<file path="src/rtl/instr_cache_fill_unit_pkg.sv">
// Shared definitions for the instruction-cache refill path.
// Holds the refill FSM state encoding and the line-offset width helper, so
// the cache sets and the fill unit agree on how a byte address splits into line/offset.
package instr_cache_fill_unit_pkg;

  typedef enum logic [1:0] {
    FILL_IDLE    = 2'd0,
    FILL_REQ     = 2'd1,
    FILL_COLLECT = 2'd2,
    FILL_DONE    = 2'd3
  } fill_state_e;

  // Number of byte-offset bits inside one cache line.
  function automatic int fill_offset_bits(input int words_per_line, input int data_width);
    return $clog2(words_per_line * data_width / 8);
  endfunction

endpackage

</file>
<file path="src/rtl/instr_cache_fill_unit.sv">
// Instruction-cache refill engine: on a permitted fetch miss, requests one line
// from instruction memory, gathers WORDS_PER_LINE beats, and presents the line
// for a single-cycle cache write while holding the fetch stage stalled.
// Ports:
//   clk_i, reset_i                 clock, synchronous active-high reset
//   pc_f_i, instr_hit_f_i          fetch PC and hit/miss from the cache controller
//   ic_repl_permit_i               controller allows a replacement
//   mem_req_valid_o/ready_i/addr_o line request handshake to instruction memory
//   mem_rvalid_i, mem_rdata_i      return beats, address order, gaps allowed
//   fill_valid_o/addr_o/line_o     one-cycle cache write of the completed line
//   stall_f_o, busy_o              fetch stall and refill-in-progress status
// Latency: miss-to-fill minimum = 1 + 1 + WORDS_PER_LINE + 1 cycles.
module instr_cache_fill_unit
  import instr_cache_fill_unit_pkg::*;
#(
  parameter int ADDR_WIDTH     = 32,
  parameter int DATA_WIDTH     = 32,
  parameter int WORDS_PER_LINE = 4
) (
  input  logic                               clk_i,
  input  logic                               reset_i,
  input  logic [ADDR_WIDTH-1:0]              pc_f_i,
  input  logic                               instr_hit_f_i,
  input  logic                               ic_repl_permit_i,
  output logic                               mem_req_valid_o,
  input  logic                               mem_req_ready_i,
  output logic [ADDR_WIDTH-1:0]              mem_req_addr_o,
  input  logic                               mem_rvalid_i,
  input  logic [DATA_WIDTH-1:0]              mem_rdata_i,
  output logic                               fill_valid_o,
  output logic [ADDR_WIDTH-1:0]              fill_addr_o,
  output logic [WORDS_PER_LINE*DATA_WIDTH-1:0] fill_line_o,
  output logic                               stall_f_o,
  output logic                               busy_o
);

  localparam int OFFSET_BITS = fill_offset_bits(WORDS_PER_LINE, DATA_WIDTH);
  localparam int CNT_W       = $clog2(WORDS_PER_LINE);
  localparam int LINE_W      = WORDS_PER_LINE * DATA_WIDTH;

  localparam logic [ADDR_WIDTH-1:0] LINE_MASK =
    {{(ADDR_WIDTH-OFFSET_BITS){1'b1}}, {OFFSET_BITS{1'b0}}};
  localparam logic [CNT_W-1:0] LAST_BEAT = CNT_W'(WORDS_PER_LINE - 1);

  fill_state_e             state_q, state_d;
  logic [ADDR_WIDTH-1:0]   addr_q, addr_d;
  logic [CNT_W-1:0]        beat_cnt_q, beat_cnt_d;
  logic [DATA_WIDTH-1:0]   buf_q [WORDS_PER_LINE];
  logic [DATA_WIDTH-1:0]   buf_d [WORDS_PER_LINE];
  logic [ADDR_WIDTH-1:0]   fill_addr_q, fill_addr_d;
  logic [LINE_W-1:0]       fill_line_q, fill_line_d;

  // Next-state and datapath updates.
  always_comb begin
    state_d     = state_q;
    addr_d      = addr_q;
    beat_cnt_d  = beat_cnt_q;
    buf_d       = buf_q;
    fill_addr_d = fill_addr_q;
    fill_line_d = fill_line_q;

    case (state_q)
      FILL_IDLE: begin
        if (!instr_hit_f_i && ic_repl_permit_i) begin
          addr_d     = pc_f_i & LINE_MASK;
          beat_cnt_d = '0;
          state_d    = FILL_REQ;
        end
      end

      FILL_REQ: begin
        // Request stays up with a frozen address until accepted; no abort path.
        if (mem_req_ready_i) begin
          state_d = FILL_COLLECT;
        end
      end

      FILL_COLLECT: begin
        if (mem_rvalid_i) begin
          buf_d[beat_cnt_q] = mem_rdata_i;
          beat_cnt_d        = beat_cnt_q + CNT_W'(1);
          if (beat_cnt_q == LAST_BEAT) begin
            state_d     = FILL_DONE;
            // Output registers capture the line including the beat arriving now,
            // so the cache sees a complete line in the DONE cycle and the values
            // persist after the buffer starts refilling for the next miss.
            fill_addr_d = addr_q;
            for (int k = 0; k < WORDS_PER_LINE; k++) begin
              fill_line_d[k*DATA_WIDTH +: DATA_WIDTH] = buf_d[k];
            end
          end
        end
      end

      FILL_DONE: begin
        state_d = FILL_IDLE;
      end

      default: begin
        state_d = FILL_IDLE;
      end
    endcase
  end

  always_ff @(posedge clk_i) begin
    if (reset_i) begin
      state_q     <= FILL_IDLE;
      addr_q      <= '0;
      beat_cnt_q  <= '0;
      fill_addr_q <= '0;
      fill_line_q <= '0;
      for (int k = 0; k < WORDS_PER_LINE; k++) begin
        buf_q[k] <= '0;
      end
    end else begin
      state_q     <= state_d;
      addr_q      <= addr_d;
      beat_cnt_q  <= beat_cnt_d;
      fill_addr_q <= fill_addr_d;
      fill_line_q <= fill_line_d;
      for (int k = 0; k < WORDS_PER_LINE; k++) begin
        buf_q[k] <= buf_d[k];
      end
    end
  end

  assign mem_req_valid_o = (state_q == FILL_REQ);
  assign mem_req_addr_o  = addr_q;
  assign fill_valid_o    = (state_q == FILL_DONE);
  assign fill_addr_o     = fill_addr_q;
  assign fill_line_o     = fill_line_q;
  assign busy_o          = (state_q != FILL_IDLE);
  // In IDLE the stall tracks the live hit so a miss stalls in the same cycle.
  assign stall_f_o       = (state_q == FILL_IDLE) ? ~instr_hit_f_i : 1'b1;

endmodule

</file>
<file path="config.mk">
export PLATFORM = sky130hd
export DESIGN_NAME = instr_cache_fill_unit
export DESIGN_NICKNAME = d
export VERILOG_FILES = /design/src/rtl/instr_cache_fill_unit_pkg.sv /design/src/rtl/instr_cache_fill_unit.sv
export SDC_FILE = /design/constraint.sdc
export NUM_CORES = 1
export LEC_CHECK = 0
export CORE_MARGIN = 4
export CORE_UTILIZATION = 28
export DETAILED_ROUTE_END_ITERATION = 16
export DONT_BUFFER_PORTS = 1
export SYNTH_ARGS = -nofsm -noshare
export SYNTH_HDL_FRONTEND = slang
export SYNTH_SLANG_ARGS = --single-unit
</file>
<file path="constraint.sdc">
create_clock -name clk_i -period 2.3 [get_ports clk_i]
set_input_delay 0.46 -clock clk_i [delete_from_list [all_inputs] [get_ports clk_i]]
set_output_delay 0.46 -clock clk_i [all_outputs]
set_load 0.03 [all_outputs]
</file>
==> flow_metrics.env <==
export IMPL_dr_pass1_iters=5
export IMPL_grtUsageTotal=0.1388
export IMPL_r2r_slack_ns=0.33
export IMPL_cts_path_max_buffers=3
export IMPL_crit_path_max_incr_delay_ns=0.39
export IMPL_path_clk_slew_ns=0.06
export IMPL_syn_inst=1287
export IMPL_crit_type="flip-flop to output port"
export IMPL_globalplace_congestion=0.7633
export IMPL_postRouteAntennaNets=0
export IMPL_grt_ovfl_total=0
export IMPL_min_path_type="primary input to flip-flop"
export IMPL_fp_dieH_um=207.0
export IMPL_avgSynthCellArea_sq_um=8.619
export IMPL_dp_hpwl_mm=19.68
export IMPL_grt_max_degree=286
export IMPL_rr_worst_depth=6
export IMPL_cts_setup_buffers=0
export IMPL_final_cell_mix="369 x nand2_1, 284 x dfxtp_1, 186 x a21oi_1"
export IMPL_worstHoldStart="mem_rdata_i[15]"
export IMPL_cp_required_ns=1.84
export IMPL_clk_latency_ns=0.57
export IMPL_cts_buffers=31
export IMPL_wl_mm=32.53
export IMPL_ys_warn_count=0
export IMPL_cp_slowest_cell="dfxtp_1"
export IMPL_min_to="buf_q[79]"
export IMPL_die_w_um=207.0
export IMPL_htree_num_levels=1
export IMPL_skew_ns=0.009863
export IMPL_preCtsSetupSlack_ns=0.1827
export IMPL_ys_types=28
export IMPL_setup_viol=0
export IMPL_relSlewSlack=0.4570
export IMPL_tns_ns=0
export IMPL_drt_initial_drc_count=595
export IMPL_seq_area_frac_synth=0.5125
export IMPL_final_min_clock_period_ns=2.154
export IMPL_worstPathArrival_ns=1.69
export IMPL_powerDensity_mw_per_mm2=869.1
export IMPL_clockRootBuffer="clkbuf_16"
export IMPL_tightest_slew_ns=0.8146
export IMPL_dieArea_sq_mm=0.04287
export IMPL_nFillCells=4030
export IMPL_finalNetCount=1336
export IMPL_diodes=0
export IMPL_cap_viol_max_count=0
export IMPL_cp_cell_sequence="inv_1 -> ha_1 -> buf_4 -> nand2_1"
export IMPL_end_kind="output port"
export IMPL_core_area_sq_mm=0.03892
export IMPL_period_share=0.9364
export IMPL_layout_drive_gt1_share=0.08665
export IMPL_grt_first_pass_wirelength_mm=48.36
export IMPL_hold_depth=2
export IMPL_rows=72
export IMPL_mostFrequentLayoutCell="nand2_1"
export IMPL_cts_tree="built"
export IMPL_worst_slack_ns=0.1463
export IMPL_status="finished clean"
export IMPL_worst_path_max_fanout=6
export IMPL_irDropWorstVdd_uv=609.0
export IMPL_viasPerCell=4.797
export IMPL_top_level_ports=266
export IMPL_synth_seq_cells=284
export IMPL_port_buffers=0
export IMPL_startpoint_type="flip-flop"
export IMPL_maxSlewViolCount=0
export IMPL_startpoint="state_q[0]"
export IMPL_antenna_found_initial=0
export IMPL_finalHoldViolations=0
export IMPL_reg2reg_to="fill_line_o[45]"
export IMPL_grt_pass1_vias=8011
export IMPL_clock_sinks=284
export IMPL_synth_area_sq_mm=0.01109
export IMPL_rsz0062_at_grt="no"
export IMPL_syn2layout_area_growth_pct=15.50
export IMPL_drc_errors=0
export IMPL_routedWlPerCell_um=18.08
export IMPL_reg2reg_from="state_q[0]"
export IMPL_vias=8630
export IMPL_fmax_mhz=464.3
export IMPL_initial_core_util=0.2850
export IMPL_power_leakage_nw=4.095
[worst max-delay path: cells and delay by family, from the launching register on]
family | cells | cell delay (ns)
adder cells (fa/ha/maj) | 1 | 0.23
buffers and inverters | 2 | 0.26
flip-flops | 1 | 0.39
AND/OR/NAND/NOR | 1 | 0.25
[logic make-up (layout without fill, tap and decap cells)]
| family | count (synthesis) | count (layout) | share of synthesized area |
|---|---|---|---|
| AO/OA/AOI/OAI | 286 | 286 | 0.1639 |
| adder cells (fa/ha/maj) | 8 | 8 | 0.009024 |
| buffers and inverters | 121 | 108 | 0.05572 |
| flip-flops | 284 | 284 | 0.5125 |
| multiplexers | 97 | 97 | 0.08753 |
| other | 1 | 8 | 0.0003380 |
| AND/OR/NAND/NOR | 490 | 490 | 0.1710 |
[how the worst max path moves through the flow]
stage | endpoint | slack, ns | cells after the start
floorplan | mem_req_addr_o[11] | 0.71 | 8
global placement | fill_line_o[45] | 0.32 | 6
detailed placement | fill_line_o[9] | 0.18 | 6
CTS | stall_f_o | 0.09 | 4
global route | stall_f_o | 0.04 | 4
finish | stall_f_o | 0.15 | 4
[where the power goes]
group	switching [mW]	total, mW	internal (mW)
Combinational	0.540	0.851	0.311
Sequential	0.201	5.23	5.03
Clock	2.07	5.05	2.98
Total	2.81	11.1	8.32
[Yosys cell counts, drive strengths merged]
master,number,area share
or2,1,0.00056
buf,72,0.039
inv,5,0.0017
dfxtp,284,0.51
o21ai,2,0.00090
nor2b,3,0.0017
nand2,369,0.12
nand3b,1,0.00068
ha,8,0.0090
clkbuf,44,0.015
a2111oi,1,0.0025
a21oi,186,0.084
and3,4,0.0023
conb,1,0.00034
and2,1,0.00056
mux2i,97,0.088
nor3,3,0.0014
nand3,4,0.0018
a211oi,96,0.076
nor2,101,0.035
o32ai,1,0.00079
nand2b,3,0.0024
[layer usage]
metal  part of all wire  track usage  vias up
li1                   -            -     4241
met1               0.41       0.1703     4052
met2               0.46       0.2266      285
met3               0.10      0.05719       52
met4              0.025      0.03648        0
met5                  0            0        -
[per-stage QoR]
stage	util	cells	area [sq um]	total power, mW	hold WS, ns
2_1_floorplan	-	1294	11120	5.989	0.4340
3_3_place_gp	0.2945	1716	11460	6.072	0.4374
3_5_place_dp	0.2945	1716	11460	6.096	0.4416
4_1_cts	0.3275	1797	12750	11.24	-0.05119
5_1_grt	0.3292	1799	12810	11.57	0.007485
6_report	0.3292	1799	12810	11.13	0.02161
[timing repair]
item,in CTS,in global routing
setup endpoints to repair,0,8
gates resized for setup,0,2
hold buffers,25,2
hold endpoints to repair,173,71
[flip-flops by register name (all words and copies together) (netlist names)]
register        flops
beat_cnt_q          2
fill_line_o       128
state_q             2
buf_q              96
fill_addr_o        28
mem_req_addr_o     28
[final cells by class]
cell class | count | area [sq um] | share of cell area
clock buffer | 43 | 870.8 | 0.06797
clock inverter | 13 | 163.9 | 0.01279
multi-input combinational | 889 | 4862 | 0.3795
sequential | 284 | 5685 | 0.4437
timing repair buffer | 47 | 563.0 | 0.04395
inverter | 5 | 18.77 | 0.001465
tap | 518 | 648.1 | 0.05059
(Power assumes the default switching activity.)
